==> config.mk <==
export PLATFORM = sky130hd
export DESIGN_NAME = alu_sequencer_flat
export DESIGN_NICKNAME = d
export VERILOG_FILES = /design/src/rtl/cpu_types_pkg.sv /design/src/rtl/alu_sequencer_if.sv /design/src/rtl/alu_sequencer.sv /design/src/flat_wrapper.sv
export SDC_FILE = /design/constraint.sdc
export NUM_CORES = 1
export LEC_CHECK = 0
export CORE_AREA = 8 8 49 51
export DETAILED_ROUTE_END_ITERATION = 8
export DIE_AREA = 0 0 57 59
export PLACE_DENSITY = 0.77
export SLEW_MARGIN = 20
export SYNTH_ARGS = -nofsm -noshare
export SYNTH_HDL_FRONTEND = slang
export SYNTH_SLANG_ARGS = --single-unit
==> constraint.sdc <==
create_clock -name clk -period 4.6 [get_ports clk]
set_input_delay 0.92 -clock clk [delete_from_list [all_inputs] [get_ports clk]]
set_output_delay 0.92 -clock clk [all_outputs]
set_load 0.05 [all_outputs]
==> src/rtl/cpu_types_pkg.sv <==
// rtl/cpu_types_pkg.sv - shared CPU types: ALU ops, sequencer states, opcode map
package cpu_types_pkg;

    typedef enum logic [3:0] {
        ALU_OP_AND            = 4'd0,
        ALU_OP_XOR            = 4'd1,
        ALU_OP_SUB            = 4'd2,
        ALU_OP_SUB_REVERSED   = 4'd3,
        ALU_OP_ADD            = 4'd4,
        ALU_OP_ADC            = 4'd5,
        ALU_OP_SBC            = 4'd6,
        ALU_OP_SBC_REVERSED   = 4'd7,
        ALU_OP_TEST           = 4'd8,
        ALU_OP_TEST_EXCLUSIVE = 4'd9,
        ALU_OP_CMP            = 4'd10,
        ALU_OP_CMP_NEG        = 4'd11,
        ALU_OP_OR             = 4'd12,
        ALU_OP_MOV            = 4'd13,
        ALU_OP_BIT_CLEAR      = 4'd14,
        ALU_OP_NOT            = 4'd15
    } alu_op_t;

    typedef enum logic [1:0] {
        IDLE      = 2'd0,
        REG_SHIFT = 2'd1,
        EXEC      = 2'd2
    } seq_state_t;

    localparam logic [3:0] REG_PC = 4'd15;

    function automatic alu_op_t dp_opcode_to_alu_op(input logic [3:0] opcode);
        alu_op_t op;
        case (opcode)
            4'h0:    op = ALU_OP_AND;
            4'h1:    op = ALU_OP_XOR;
            4'h2:    op = ALU_OP_SUB;
            4'h3:    op = ALU_OP_SUB_REVERSED;
            4'h4:    op = ALU_OP_ADD;
            4'h5:    op = ALU_OP_ADC;
            4'h6:    op = ALU_OP_SBC;
            4'h7:    op = ALU_OP_SBC_REVERSED;
            4'h8:    op = ALU_OP_TEST;
            4'h9:    op = ALU_OP_TEST_EXCLUSIVE;
            4'hA:    op = ALU_OP_CMP;
            4'hB:    op = ALU_OP_CMP_NEG;
            4'hC:    op = ALU_OP_OR;
            4'hD:    op = ALU_OP_MOV;
            4'hE:    op = ALU_OP_BIT_CLEAR;
            default: op = ALU_OP_NOT;
        endcase
        return op;
    endfunction

endpackage

==> src/rtl/alu_sequencer_if.sv <==
// rtl/alu_sequencer_if.sv - decoder-to-sequencer fields and sequencer datapath controls
interface alu_sequencer_if;
    import cpu_types_pkg::*;

    logic       start;
    logic [3:0] opcode;
    logic       set_flags;
    logic       shift_by_reg;
    logic [3:0] rd;
    logic       cancel;

    logic       busy;
    logic       done;
    alu_op_t    alu_op;
    logic       latch_op_b;
    logic       use_op_b_latch;
    logic       disable_op_b;
    logic       rs_read;
    logic       rd_we;
    logic [3:0] rd_idx;
    logic       flags_we;
    logic       spsr_to_cpsr;
    logic       flush_req;

    modport master (
        output start, opcode, set_flags, shift_by_reg, rd, cancel,
        input  busy, done, alu_op, latch_op_b, use_op_b_latch, disable_op_b,
               rs_read, rd_we, rd_idx, flags_we, spsr_to_cpsr, flush_req
    );

    modport slave (
        input  start, opcode, set_flags, shift_by_reg, rd, cancel,
        output busy, done, alu_op, latch_op_b, use_op_b_latch, disable_op_b,
               rs_read, rd_we, rd_idx, flags_we, spsr_to_cpsr, flush_req
    );
endinterface

==> src/rtl/alu_sequencer.sv <==
// rtl/alu_sequencer.sv - steps one data-processing instruction through the shared ALU datapath
module alu_sequencer
    import cpu_types_pkg::*;
(
    input  logic            clk,
    input  logic            reset,
    alu_sequencer_if.slave  bus
);

    seq_state_t state_q, state_d;
    logic [3:0] opcode_q, opcode_d;
    logic       set_flags_q, set_flags_d;
    logic       shift_q, shift_d;
    logic [3:0] rd_q, rd_d;
    logic       accept;

    always_ff @(posedge clk) begin
        if (reset) begin
            state_q     <= IDLE;
            opcode_q    <= 4'hD;
            set_flags_q <= 1'b0;
            shift_q     <= 1'b0;
            rd_q        <= 4'd0;
        end else begin
            state_q     <= state_d;
            opcode_q    <= opcode_d;
            set_flags_q <= set_flags_d;
            shift_q     <= shift_d;
            rd_q        <= rd_d;
        end
    end

    always_comb begin
        state_d     = state_q;
        opcode_d    = opcode_q;
        set_flags_d = set_flags_q;
        shift_d     = shift_q;
        rd_d        = rd_q;
        accept      = 1'b0;
        case (state_q)
            IDLE: begin
                if (bus.start) begin
                    accept  = 1'b1;
                    state_d = bus.shift_by_reg ? REG_SHIFT : EXEC;
                end
            end
            REG_SHIFT: state_d = EXEC;
            EXEC:      state_d = IDLE;
            default:   state_d = IDLE;
        endcase
        if (bus.cancel) begin
            accept  = 1'b0;
            state_d = IDLE;
        end
        if (accept) begin
            opcode_d    = bus.opcode;
            set_flags_d = bus.set_flags;
            shift_d     = bus.shift_by_reg;
            rd_d        = bus.rd;
        end
    end

    logic kill, is_compare, rd_is_pc;
    logic busy, done, latch_op_b, use_op_b_latch, rs_read;
    logic rd_we, flags_we, spsr_to_cpsr, flush_req;

    // cancel and reset suppress every side-effecting strobe in the cycle they arrive
    always_comb begin
        kill           = bus.cancel | reset;
        is_compare     = (opcode_q[3:2] == 2'b10);
        rd_is_pc       = (rd_q == REG_PC);
        busy           = (state_q != IDLE);
        done           = 1'b0;
        latch_op_b     = 1'b0;
        use_op_b_latch = 1'b0;
        rs_read        = 1'b0;
        rd_we          = 1'b0;
        flags_we       = 1'b0;
        spsr_to_cpsr   = 1'b0;
        flush_req      = 1'b0;
        case (state_q)
            REG_SHIFT: begin
                rs_read    = ~kill;
                latch_op_b = ~kill;
            end
            EXEC: begin
                use_op_b_latch = shift_q;
                done           = ~kill;
                if (!kill) begin
                    if (is_compare) begin
                        flags_we = 1'b1;
                    end else begin
                        rd_we = 1'b1;
                        if (rd_is_pc) begin
                            flush_req    = 1'b1;
                            spsr_to_cpsr = set_flags_q;
                        end else begin
                            flags_we = set_flags_q;
                        end
                    end
                end
            end
            default: ;
        endcase
    end

    assign bus.busy           = busy;
    assign bus.done           = done;
    assign bus.alu_op         = dp_opcode_to_alu_op(opcode_q);
    assign bus.latch_op_b     = latch_op_b;
    assign bus.use_op_b_latch = use_op_b_latch;
    assign bus.disable_op_b   = 1'b0;
    assign bus.rs_read        = rs_read;
    assign bus.rd_we          = rd_we;
    assign bus.rd_idx         = rd_q;
    assign bus.flags_we       = flags_we;
    assign bus.spsr_to_cpsr   = spsr_to_cpsr;
    assign bus.flush_req      = flush_req;

endmodule

==> src/flat_wrapper.sv <==
// flat-port wrapper written by rule: the top's interface ports become plain ports
module alu_sequencer_flat import cpu_types_pkg::*;
  (clk, reset, bus_start, bus_opcode, bus_set_flags, bus_shift_by_reg, bus_rd, bus_cancel, bus_busy, bus_done, bus_alu_op, bus_latch_op_b, bus_use_op_b_latch, bus_disable_op_b, bus_rs_read, bus_rd_we, bus_rd_idx, bus_flags_we, bus_spsr_to_cpsr, bus_flush_req);
  alu_sequencer_if bus_i ();
  input  logic clk;
  input  logic reset;
  input wire logic [$bits(bus_i.start)-1:0] bus_start;
  input wire logic [$bits(bus_i.opcode)-1:0] bus_opcode;
  input wire logic [$bits(bus_i.set_flags)-1:0] bus_set_flags;
  input wire logic [$bits(bus_i.shift_by_reg)-1:0] bus_shift_by_reg;
  input wire logic [$bits(bus_i.rd)-1:0] bus_rd;
  input wire logic [$bits(bus_i.cancel)-1:0] bus_cancel;
  output wire logic [$bits(bus_i.busy)-1:0] bus_busy;
  output wire logic [$bits(bus_i.done)-1:0] bus_done;
  output wire logic [$bits(bus_i.alu_op)-1:0] bus_alu_op;
  output wire logic [$bits(bus_i.latch_op_b)-1:0] bus_latch_op_b;
  output wire logic [$bits(bus_i.use_op_b_latch)-1:0] bus_use_op_b_latch;
  output wire logic [$bits(bus_i.disable_op_b)-1:0] bus_disable_op_b;
  output wire logic [$bits(bus_i.rs_read)-1:0] bus_rs_read;
  output wire logic [$bits(bus_i.rd_we)-1:0] bus_rd_we;
  output wire logic [$bits(bus_i.rd_idx)-1:0] bus_rd_idx;
  output wire logic [$bits(bus_i.flags_we)-1:0] bus_flags_we;
  output wire logic [$bits(bus_i.spsr_to_cpsr)-1:0] bus_spsr_to_cpsr;
  output wire logic [$bits(bus_i.flush_req)-1:0] bus_flush_req;
  assign bus_i.start = bus_start;
  assign bus_i.opcode = bus_opcode;
  assign bus_i.set_flags = bus_set_flags;
  assign bus_i.shift_by_reg = bus_shift_by_reg;
  assign bus_i.rd = bus_rd;
  assign bus_i.cancel = bus_cancel;
  assign bus_busy = bus_i.busy;
  assign bus_done = bus_i.done;
  assign bus_alu_op = bus_i.alu_op;
  assign bus_latch_op_b = bus_i.latch_op_b;
  assign bus_use_op_b_latch = bus_i.use_op_b_latch;
  assign bus_disable_op_b = bus_i.disable_op_b;
  assign bus_rs_read = bus_i.rs_read;
  assign bus_rd_we = bus_i.rd_we;
  assign bus_rd_idx = bus_i.rd_idx;
  assign bus_flags_we = bus_i.flags_we;
  assign bus_spsr_to_cpsr = bus_i.spsr_to_cpsr;
  assign bus_flush_req = bus_i.flush_req;
  alu_sequencer u_core (.clk(clk), .reset(reset), .bus(bus_i));
endmodule
==> metrics.md <==
| Metric | Value |
|---|---|
| Status | finished clean |
| Share of the synthesized area in the top cell type | 52.0% |
| R2R Path End | u_core.bus.alu_op[1] |
| Routed vias/inst | 4.81 |
| CTS tree | built |
| Hold Path Stages | 2 |
| Syn_nets | between 80 and 90 |
| Final setup viols | 0 |
| FMAX | around 250 MHz |
| Final Wtd Congestion | ~0.73 |
| First-pass GRT wire length | ~2.5 mm |
| Cell Int Power | 215 µW |
| Crit Path Class | primary input to output port |
| RSZ-0062 raised after global routing | false |
| Post-synthesis cell count | 70 |
| Post-CTS Hold Buffers | 0 |
| Logic pwr share | between 10% and 20% |
| Post-CTS resize count | 0 |
| Reg2Reg Setup Slack | around 3.1 ns |
| Die area | between 3000 and 4000 µm² |
| Skew final | around 0.0063 ns |
| Count leader, synth | dfxtp_1 |
| # diodes | 0 |
| Rows | 15 |
| CP peak stage delay | between 0.8 and 0.9 ns |
| Overall power | 293 µW |
| Post-CTS Setup Inserts | 0 |
| Initial Utilization | between 30% and 40% |
| Multi-input gate area | around 250 µm² |
| CP Max Fanout | 5 |
| Worst Tran Pin Value | about 0.86 ns |
| Drt first pass iters | 2 |
| Leakage | around 0.00036 µW |
| Clk sinks | 16 |
| Worst min-delay path startpoint | u_core.shift_q |
| Remaining DRCs | 0 |
| Core Footprint | 1650 µm² |
| VDD IR max | around 230 µV |
| Clock root cell | clkbuf_4 |
| Synth Area in Compound Gates | ~7.3% |
| Largest family of logic cells by synthesized area | simple AND/OR/NAND/NOR gates |
| Most used cell, CP | clkdlybuf4s50_1 |
| Fillcell total | roughly 160 |
| Reg clk slew, reported paths | 0.10 ns |
| Cell taking the most area after synthesis | dfxtp_1 |
| IO Pins | 32 |
| Detail Placement HPWL | 1.17 mm |
| Worst setup SP type | primary input |
| FF-to-FF path depth | 3 |
| Synth Area in Simple Gates | between 30% and 40% |
| Syn avg cell area | between 8 and 9 µm² |
| Part of the cycle the worst path needs | 85.6% |
| Final WS setup | approximately 0.66 ns |
| Synth area leaders | dfxtp_1 (52%), nand2_1 (8.5%), a21oi_1 (7.3%) |
| Routed wire length | between 1.5 and 2 mm |
| Ys flop type | dfxtp_1 |
| CP Cell Sequence | clkdlybuf4s50_1, or4b_4, nor3_2, clkdlybuf4s50_1 |
| PD cells | around 310 nW/µm² |
| Sequential fraction of the synthesis area | a little over half |
| Initial antenna violation count | 0 |
| Post-synthesis adder-cell area fraction | 0% |
| Nets | ~120 |
| Yosys reg bits | 16 |
| IO Port Bufs | 30 |
| DP Worst Slack | around 0.66 ns |
| Chip width | 57 µm |
| Post-synth cell types | 22 |
| Num CTS Buffers | 3 |
| Synth top cells by count | dfxtp_1 (16), nand2_1 (14), a21oi_1 (9) |
| Routed len/inst | around 13 µm |
| Total GRT Usage | a little under a tenth |
| Mux cell area share after synthesis | 0% |
| Worst r2r src | u_core.state_q[1] |
| Synth-to-Final Area Change | 53.3% |
| Hold WC Path Type | register to register |
| Hold path endpoint | u_core.shift_q |
| Clock Latency Late Sink | roughly 0.28 ns |
| Setup TNS | 0 ns |
| # H-tree levels | 1 |
| Layout cells sized above 1 | about a tenth |
| Worst Path Arrival | just over 3 ns |
| Max Slew Vio Count | 0 |
| Hold Fails Final Rpt | 0 |
| Largest net degree at the start of global routing | 17 |
| Clk buf depth | 2 |
| Xor/xnor share of the synthesized area | 0% |
| Sw Share | between 20% and 30% |
| EDFF count, synth | 0 |
| Max_slew headroom | between 40% and 50% |
| Clock power frac | a little under a third |
| Mapped cell area | 616 µm² |
| Seq pwr share | about 50% |
| Number of nets with antenna violations after routing | 0 |
| Async SR Flop Fraction | 0% |
| Worst path slowest cell | clkdlybuf4s50_1 |
| Grt ovf | 0 |
| Vias | approximately 560 |
| Vias in the first global route | 575 |
| CP Data Required Time | about 3.7 ns |
| Register area | 320 µm² |
| Min cycle time layout | between 3 and 4 ns |
| Hold WS | ~0.46 ns |
| DIE HEIGHT | about 59 µm |
| CP Capture Type | output port |
| Max Cap Violations | 0 |
| DRT iter0 DRCs | 3 |
| Post-layout util | a little under three fifths |
| Sw power | 77.6 µW |
| Ys Warns | 0 |
## cells by family after synthesis
kind of cell,count (synthesis)
simple gates,37
flops,16
buf+inv,7
other cells,1
compound gates,9
## cells in the final DEF (no fill, tap or decap), drive strengths merged
cell type       n
nor3            8
nand4           1
clkdlybuf4s50  29
nor2b           1
a21oi           9
or2             1
nand2          14
nor4b           2
and3b           1
nor2            5
buf             2
dfxtp          16
or4b            2
nor4            1
inv             2
conb            1
clkbuf          4
and2            1
## registers in the layout (all words and copies together) (netlist names)
| signal | count |
|---|---|
| u_core.bus.alu_op | 4 |
| u_core.bus.rd_idx | 4 |
| u_core.opcode_q | 4 |
| u_core.set_flags_q | 1 |
| u_core.shift_q | 1 |
| u_core.state_q | 2 |
## per-layer routing
layer  track usage [%]  vias to the layer above  share of wire, %
li1                  -                      295                 -
met1              10.3                      247                47
met2              14.9                       19                45
met3              3.43                        2               7.2
met4              5.03                        0              0.85
met5                 0                        -                 0
## power by group through the flow
stage / logic, µW / clock network [µW] / registers (µW)
floorplan: 19.4 / 0 / 163
global placement: 52.5 / 0 / 151
detailed placement: 53.0 / 0 / 152
CTS: 53.3 / 93.6 / 149
global route: 56.4 / 99.6 / 150
finish: 52.7 / 91.7 / 149
## worst max-delay path by stage
stage	startpoint	end	slack [ns]	depth (start not counted)
3_5_place_dp	bus_cancel	bus_flush_req	0.66	4
6_report	bus_cancel	bus_flush_req	0.66	4
5_1_grt	bus_cancel	bus_flush_req	0.59	4
2_1_floorplan	reset	bus_rs_read	0.48	3
4_1_cts	bus_cancel	bus_flush_req	0.66	4
3_3_place_gp	bus_cancel	bus_flush_req	0.69	4
## cell type report
type	instances	share of cell area (%)
Clock buffer	4	3.85
Inverter	2	0.796
Multi-Input combinational cell	47	26.8
Sequential cell	16	34.0
Tap cell	17	2.25
Timing Repair Buffer	31	32.4
## per-stage QoR
stage,cell area [µm²],instances
floorplan,616,70
finish,943,117
global route,943,117
CTS,943,117
global placement,907,113
detailed placement,907,113
## critical path: cells and delay by family
family | cells | cell delay [ns]
AND/OR/NAND/NOR | 2 | 0.78
buffers and inverters | 2 | 1.31
No activity file was read; power rests on OpenSTA's default activity.
